<file path="src/rtl/lsu_ctrl.sv">
// Load/store sequencer: issues one handshaked bus transaction per load/store,
// stalls the core while it is outstanding and returns extended load data.
module lsu_ctrl #(
  parameter int AW      = 32,
  parameter int TIMEOUT = 255
) (
  input  logic          clk,
  input  logic          rst,
  input  logic          mem_rd,
  input  logic          mem_wr,
  input  logic [2:0]    mask,
  input  logic [AW-1:0] addr,
  input  logic [31:0]   wdata,
  output logic          stall,
  output logic [31:0]   rdata,
  output logic          lsu_err,
  output logic          bus_req,
  output logic          bus_we,
  output logic [AW-1:0] bus_addr,
  output logic [3:0]    bus_be,
  output logic [31:0]   bus_wdata,
  input  logic          bus_ack,
  input  logic [31:0]   bus_rdata
);

  // Bus handshake: bus_req stays high with all bus_* outputs frozen until the
  // cycle in which bus_ack is sampled high (or the wait budget runs out).
  localparam int CW = (TIMEOUT > 1) ? $clog2(TIMEOUT) : 1;
  localparam logic [CW-1:0] CNT_LAST = CW'((TIMEOUT > 0) ? TIMEOUT - 1 : 0);

  typedef enum logic [1:0] {
    IDLE = 2'd0,
    REQ  = 2'd1,
    DONE = 2'd2
  } state_t;

  state_t        state, state_next;
  logic [CW-1:0] cnt;
  logic [1:0]    lane_q;
  logic [2:0]    mask_q;
  logic          access, is_store, fault, issue;
  logic [3:0]    be_next;
  logic [31:0]   wdata_next, shifted, extracted;

  assign access   = mem_rd | mem_wr;
  assign is_store = mem_wr;

  always_comb begin
    fault = (mask == 3'b011) || (mask == 3'b110) || (mask == 3'b111) ||
            ((mask[1:0] == 2'b01) && addr[0]) ||
            ((mask[1:0] == 2'b10) && (addr[1:0] != 2'b00)) ||
            (is_store && mask[2]);
  end

  // Loads use the same lane pattern as a store of equal width.
  always_comb begin
    be_next    = 4'b1111;
    wdata_next = wdata;
    case (mask[1:0])
      2'b00: begin
        be_next    = 4'b0001 << addr[1:0];
        wdata_next = {4{wdata[7:0]}};
      end
      2'b01: begin
        be_next    = 4'b0011 << {addr[1], 1'b0};
        wdata_next = {2{wdata[15:0]}};
      end
      default: begin
        be_next    = 4'b1111;
        wdata_next = wdata;
      end
    endcase
  end

  always_comb begin
    shifted   = bus_rdata >> {lane_q, 3'b000};
    extracted = shifted;
    case (mask_q)
      3'b000:  extracted = {{24{shifted[7]}}, shifted[7:0]};
      3'b001:  extracted = {{16{shifted[15]}}, shifted[15:0]};
      3'b100:  extracted = {24'h0, shifted[7:0]};
      3'b101:  extracted = {16'h0, shifted[15:0]};
      default: extracted = shifted;
    endcase
  end

  always_comb begin
    state_next = state;
    stall      = 1'b0;
    bus_req    = 1'b0;
    lsu_err    = 1'b0;
    issue      = 1'b0;
    case (state)
      IDLE: begin
        if (access) begin
          if (fault) begin
            lsu_err = 1'b1;
          end else begin
            issue      = 1'b1;
            stall      = 1'b1;
            state_next = REQ;
          end
        end
      end
      REQ: begin
        stall   = 1'b1;
        bus_req = 1'b1;
        if (bus_ack) begin
          state_next = DONE;
        end else if ((TIMEOUT != 0) && (cnt == CNT_LAST)) begin
          lsu_err    = 1'b1;
          state_next = DONE;
        end
      end
      DONE:    state_next = IDLE;
      default: state_next = IDLE;
    endcase
  end

  always_ff @(posedge clk) begin
    if (rst) begin
      state     <= IDLE;
      cnt       <= '0;
      bus_we    <= 1'b0;
      bus_addr  <= '0;
      bus_be    <= 4'b0000;
      bus_wdata <= 32'h0;
      rdata     <= 32'h0;
      lane_q    <= 2'b00;
      mask_q    <= 3'b000;
    end else begin
      state <= state_next;
      if (issue) begin
        bus_addr  <= {addr[AW-1:2], 2'b00};
        bus_we    <= is_store;
        bus_be    <= be_next;
        bus_wdata <= wdata_next;
        lane_q    <= addr[1:0];
        mask_q    <= mask;
        cnt       <= '0;
      end
      if (state == REQ) begin
        if (bus_ack) begin
          if (!bus_we) rdata <= extracted;
        end else begin
          cnt <= cnt + 1'b1;
        end
      end
    end
  end

endmodule

</file>
<file path="config.mk">
export PLATFORM = sky130hd
export DESIGN_NAME = lsu_ctrl
export DESIGN_NICKNAME = d
export VERILOG_FILES = /design/src/rtl/lsu_ctrl.sv
export SDC_FILE = /design/constraint.sdc
export NUM_CORES = 1
export LEC_CHECK = 0
export CAP_MARGIN = 20
export CORE_AREA = 2 2 122 147
export CTS_CLUSTER_DIAMETER = 30
export DETAILED_ROUTE_END_ITERATION = 7
export DIE_AREA = 0 0 124 149
export PLACE_DENSITY = 0.62
export SKIP_LAST_GASP = 1
export SLEW_MARGIN = 20
export SYNTH_ARGS = -nofsm -noshare
export SYNTH_HDL_FRONTEND = slang
export SYNTH_SLANG_ARGS = --single-unit
export TNS_END_PERCENT = 50
</file>
<file path="constraint.sdc">
create_clock -name clk -period 1.59 [get_ports clk]
set_input_delay 0.318 -clock clk [delete_from_list [all_inputs] [get_ports clk]]
set_output_delay 0.318 -clock clk [all_outputs]
set_load 0.01 [all_outputs]
</file>
==> qor.yml <==
outcome:
  status: "finished with violations"
  violations: "negative setup slack"
global_route:
  grtUsageTotal_pct: 18.0
  grt_overflow: 0
  grt_max_degree: 46
  grt_pass1_vias: 4975
  antenna_found_initial: 1
  grt_pass1_wl_mm: 25.7
floorplan:
  dieArea_um2: 18500
  io_pins: 208
  core_area_um2: 17200
  initial_core_util_pct: 29.1
  dieWidth_um: 124
  die_y_um: 149
  rows: 53
clocking:
  clock_path_buffers: 2
  cts.sinks: 114
  cts.root.buffer_cell: "clkbuf_16"
  cts-htree-levels: 4
  cts_hold_buf: 0
  cts_tree: "built"
  clk_latency_ns: 0.41
  numCtsBuffers: 17
  clk_pin_slew_ns: 0.05
pwr:
  power.density_nw_per_um2: 997
  leakagePower_uw: 0.00396
  peakVddDrop_uv: 549
finish:
  multi_input_area_um2: 2560
  area_delta_synth_final_pct: 67.8
  regArea_um2: 2280
  antenna_cells: 0
  fill_cells: 1710
  num-nets-final: 950
  drive_gt1_share_pct: 14.9
worst_setup_path:
  critPathLaunchType: "flip-flop"
  cp_max_fo: 2
  critPathCaptureType: "output pin"
  cp.arrival_ns: 1.37
  required_ns: 1.27
  path_class: "flip-flop to output pin"
synth:
  synth_area_per_cell_um2: 8.25
  synth_cells: 608
  ys.flop_type: "dfxtp_1"
  async_reset_ff_share_pct: 0
  syn_area_um2: 5020
  synth-edff-count: 0
  synth.top_cell.area_share_pct: 45.5
  synth_seq_area_share_pct: 45.5
  yosysWarnings: 0
  synth_most_common_cell: "nand2_1"
  synthTopCellsByArea: "dfxtp_1, nand2_1, a21oi_1"
  synth_cell_types: 42
  ys_ff_latch: 114
  synth_top_area_cell: "dfxtp_1"
  synth_commonest_cells: "nand2_1, dfxtp_1, a21oi_1"
drt:
  dr.first_iter.drc_count: 251
  wl_per_cell_um: 15.6
  routed_wl_mm: 16.8
  viasPerCell: 4.78
  dr.pass1.iters: 4
  vias: 5148
  drtAntennaViolNets: 0
  route.detailed.drc: 0
job:
  cap_violations: 0
sta:
  period_minus_slack_ns: 1.68
  fin_crit_sh_pct: 106
  slew_violations: 0
  rsz0062_at_grt: "true"
  totalNegativeSetupSlack_ns: -0.357
  finClkSkew_ns: 0.00465
  max_freq_mhz: 594
  setup_violations: 28
  fin_ws_ns: -0.0936
  hold_viol: 0
placed_design:
  io_buffers: 205
  dp_slack_ns: -0.782
  place.detailed.hpwl_mm: 11.9
  gp_congestion: 0.753
min_path:
  hp-class: "input pin to flip-flop"
## power breakdown
part	total, uW	internal (uW)	switching [uW]
Clock	3670	2320	1350
Combinational	1600	845	755
Sequential	3120	3030	90.9
## critical path, stage by stage, from the launching register on
cell and delay, ns:
dfxtp_2 0.33, inv_2 0.04, ha_4 0.15, nand3_2 0.06, nor2_2 0.04, a32o_1 0.20, buf_2 0.13
## layout make-up
class | count | share of cell area, %
Clock buffer | 21 | 5.35
Clock inverter | 11 | 1.34
Multi-Input combinational cell | 438 | 30.4
Timing Repair Buffer | 268 | 32.3
Tap cell | 220 | 3.27
Sequential cell | 114 | 27.1
Inverter | 5 | 0.223
## timing repair
action | 4_1_cts | 5_1_grt
cloned | 0 | 1
endpoints found under the setup margin | 182 | 141
setup buffers | 1 | 2
hold endpoints to repair | 0 | 0
pin swaps | 6 | 6
gates resized for setup | 48 | 67
## metal layers
metal,up-vias,global-route usage [%],wire length (um)
met3,33,6.80,1390
met1,2342,21.1,7050
met4,2,7.81,458
met5,-,0,16
met2,181,29.1,7910
li1,2590,-,-
## placed cells by master (no fill, tap or decap), types with 4 or more instances in the layout
| master | netlist | routed |
|---|---|---|
| nand4_1 | 4 | 4 |
| dlymetal6s2s_1 | 0 | 47 |
| buf_4 | 5 | 52 |
| o211ai_1 | 17 | 17 |
| a211oi_1 | 28 | 28 |
| nand2_1 | 130 | 130 |
| clkbuf_16 | 0 | 18 |
| buf_12 | 0 | 8 |
| mux2_2 | 8 | 8 |
| clkbuf_2 | 0 | 4 |
| o2bb2ai_1 | 7 | 7 |
| xor2_1 | 5 | 5 |
| a21oi_1 | 88 | 88 |
| nor2_1 | 57 | 55 |
| clkinv_2 | 0 | 6 |
| o21ai_0 | 12 | 11 |
| a311oi_1 | 10 | 10 |
| clkdlybuf4s50_1 | 0 | 130 |
| dlygate4sd2_1 | 0 | 19 |
| dfxtp_1 | 114 | 112 |
| mux2i_1 | 31 | 31 |
| nor3_1 | 9 | 9 |
## flip-flops by register name, indices dropped and copies added, names as in the netlist
| name | flops |
|---|---|
| state | 2 |
| bus_we | 1 |
| lane_q | 2 |
| rdata | 32 |
| bus_addr | 30 |
| bus_wdata | 32 |
| bus_be | 4 |
| cnt | 8 |
| mask_q | 3 |
## kinds of logic (layout without fill, tap and decap cells)
kind of cell    after synthesis  count (layout)  synth area share (%)
buf+inv                      57             305                  5.21
xor+xnor                      6               6                  1.05
simple gates                218             218                  17.9
flops                       114             114                  45.5
mux                          40              40                  8.43
compound gates              170             170                  21.3
fa+ha+maj                     2               2                 0.499
other cells                   1               2                0.0747
## worst paths after layout
check                from           end  slack [ns]  depth (start not counted)
min reg2reg  bus_wdata[7]  bus_wdata[7]        0.45                          2
min                mem_wr        bus_we        0.30                          4
max reg2reg      state[0]  bus_wdata[8]        0.05                          7
max                cnt[0]       lsu_err       -0.09                          6
## per-stage QoR
| step | util [%] | hold slack [ns] | power, uW | cell area, um2 | std cells |
|---|---|---|---|---|---|
| 2_1_floorplan | - | 0.454 | 3870 | 5030 | 609 |
| 3_3_place_gp | 44.5 | 0.441 | 4790 | 7670 | 1041 |
| 6_report | 48.9 | 0.302 | 8400 | 8420 | 1077 |
| 5_1_grt | 48.9 | 0.295 | 8790 | 8420 | 1077 |
| 3_5_place_dp | 44.5 | 0.445 | 4800 | 7670 | 1041 |
| 4_1_cts | 47.8 | 0.303 | 8480 | 8250 | 1074 |
Power figures use the tool's default switching activity.
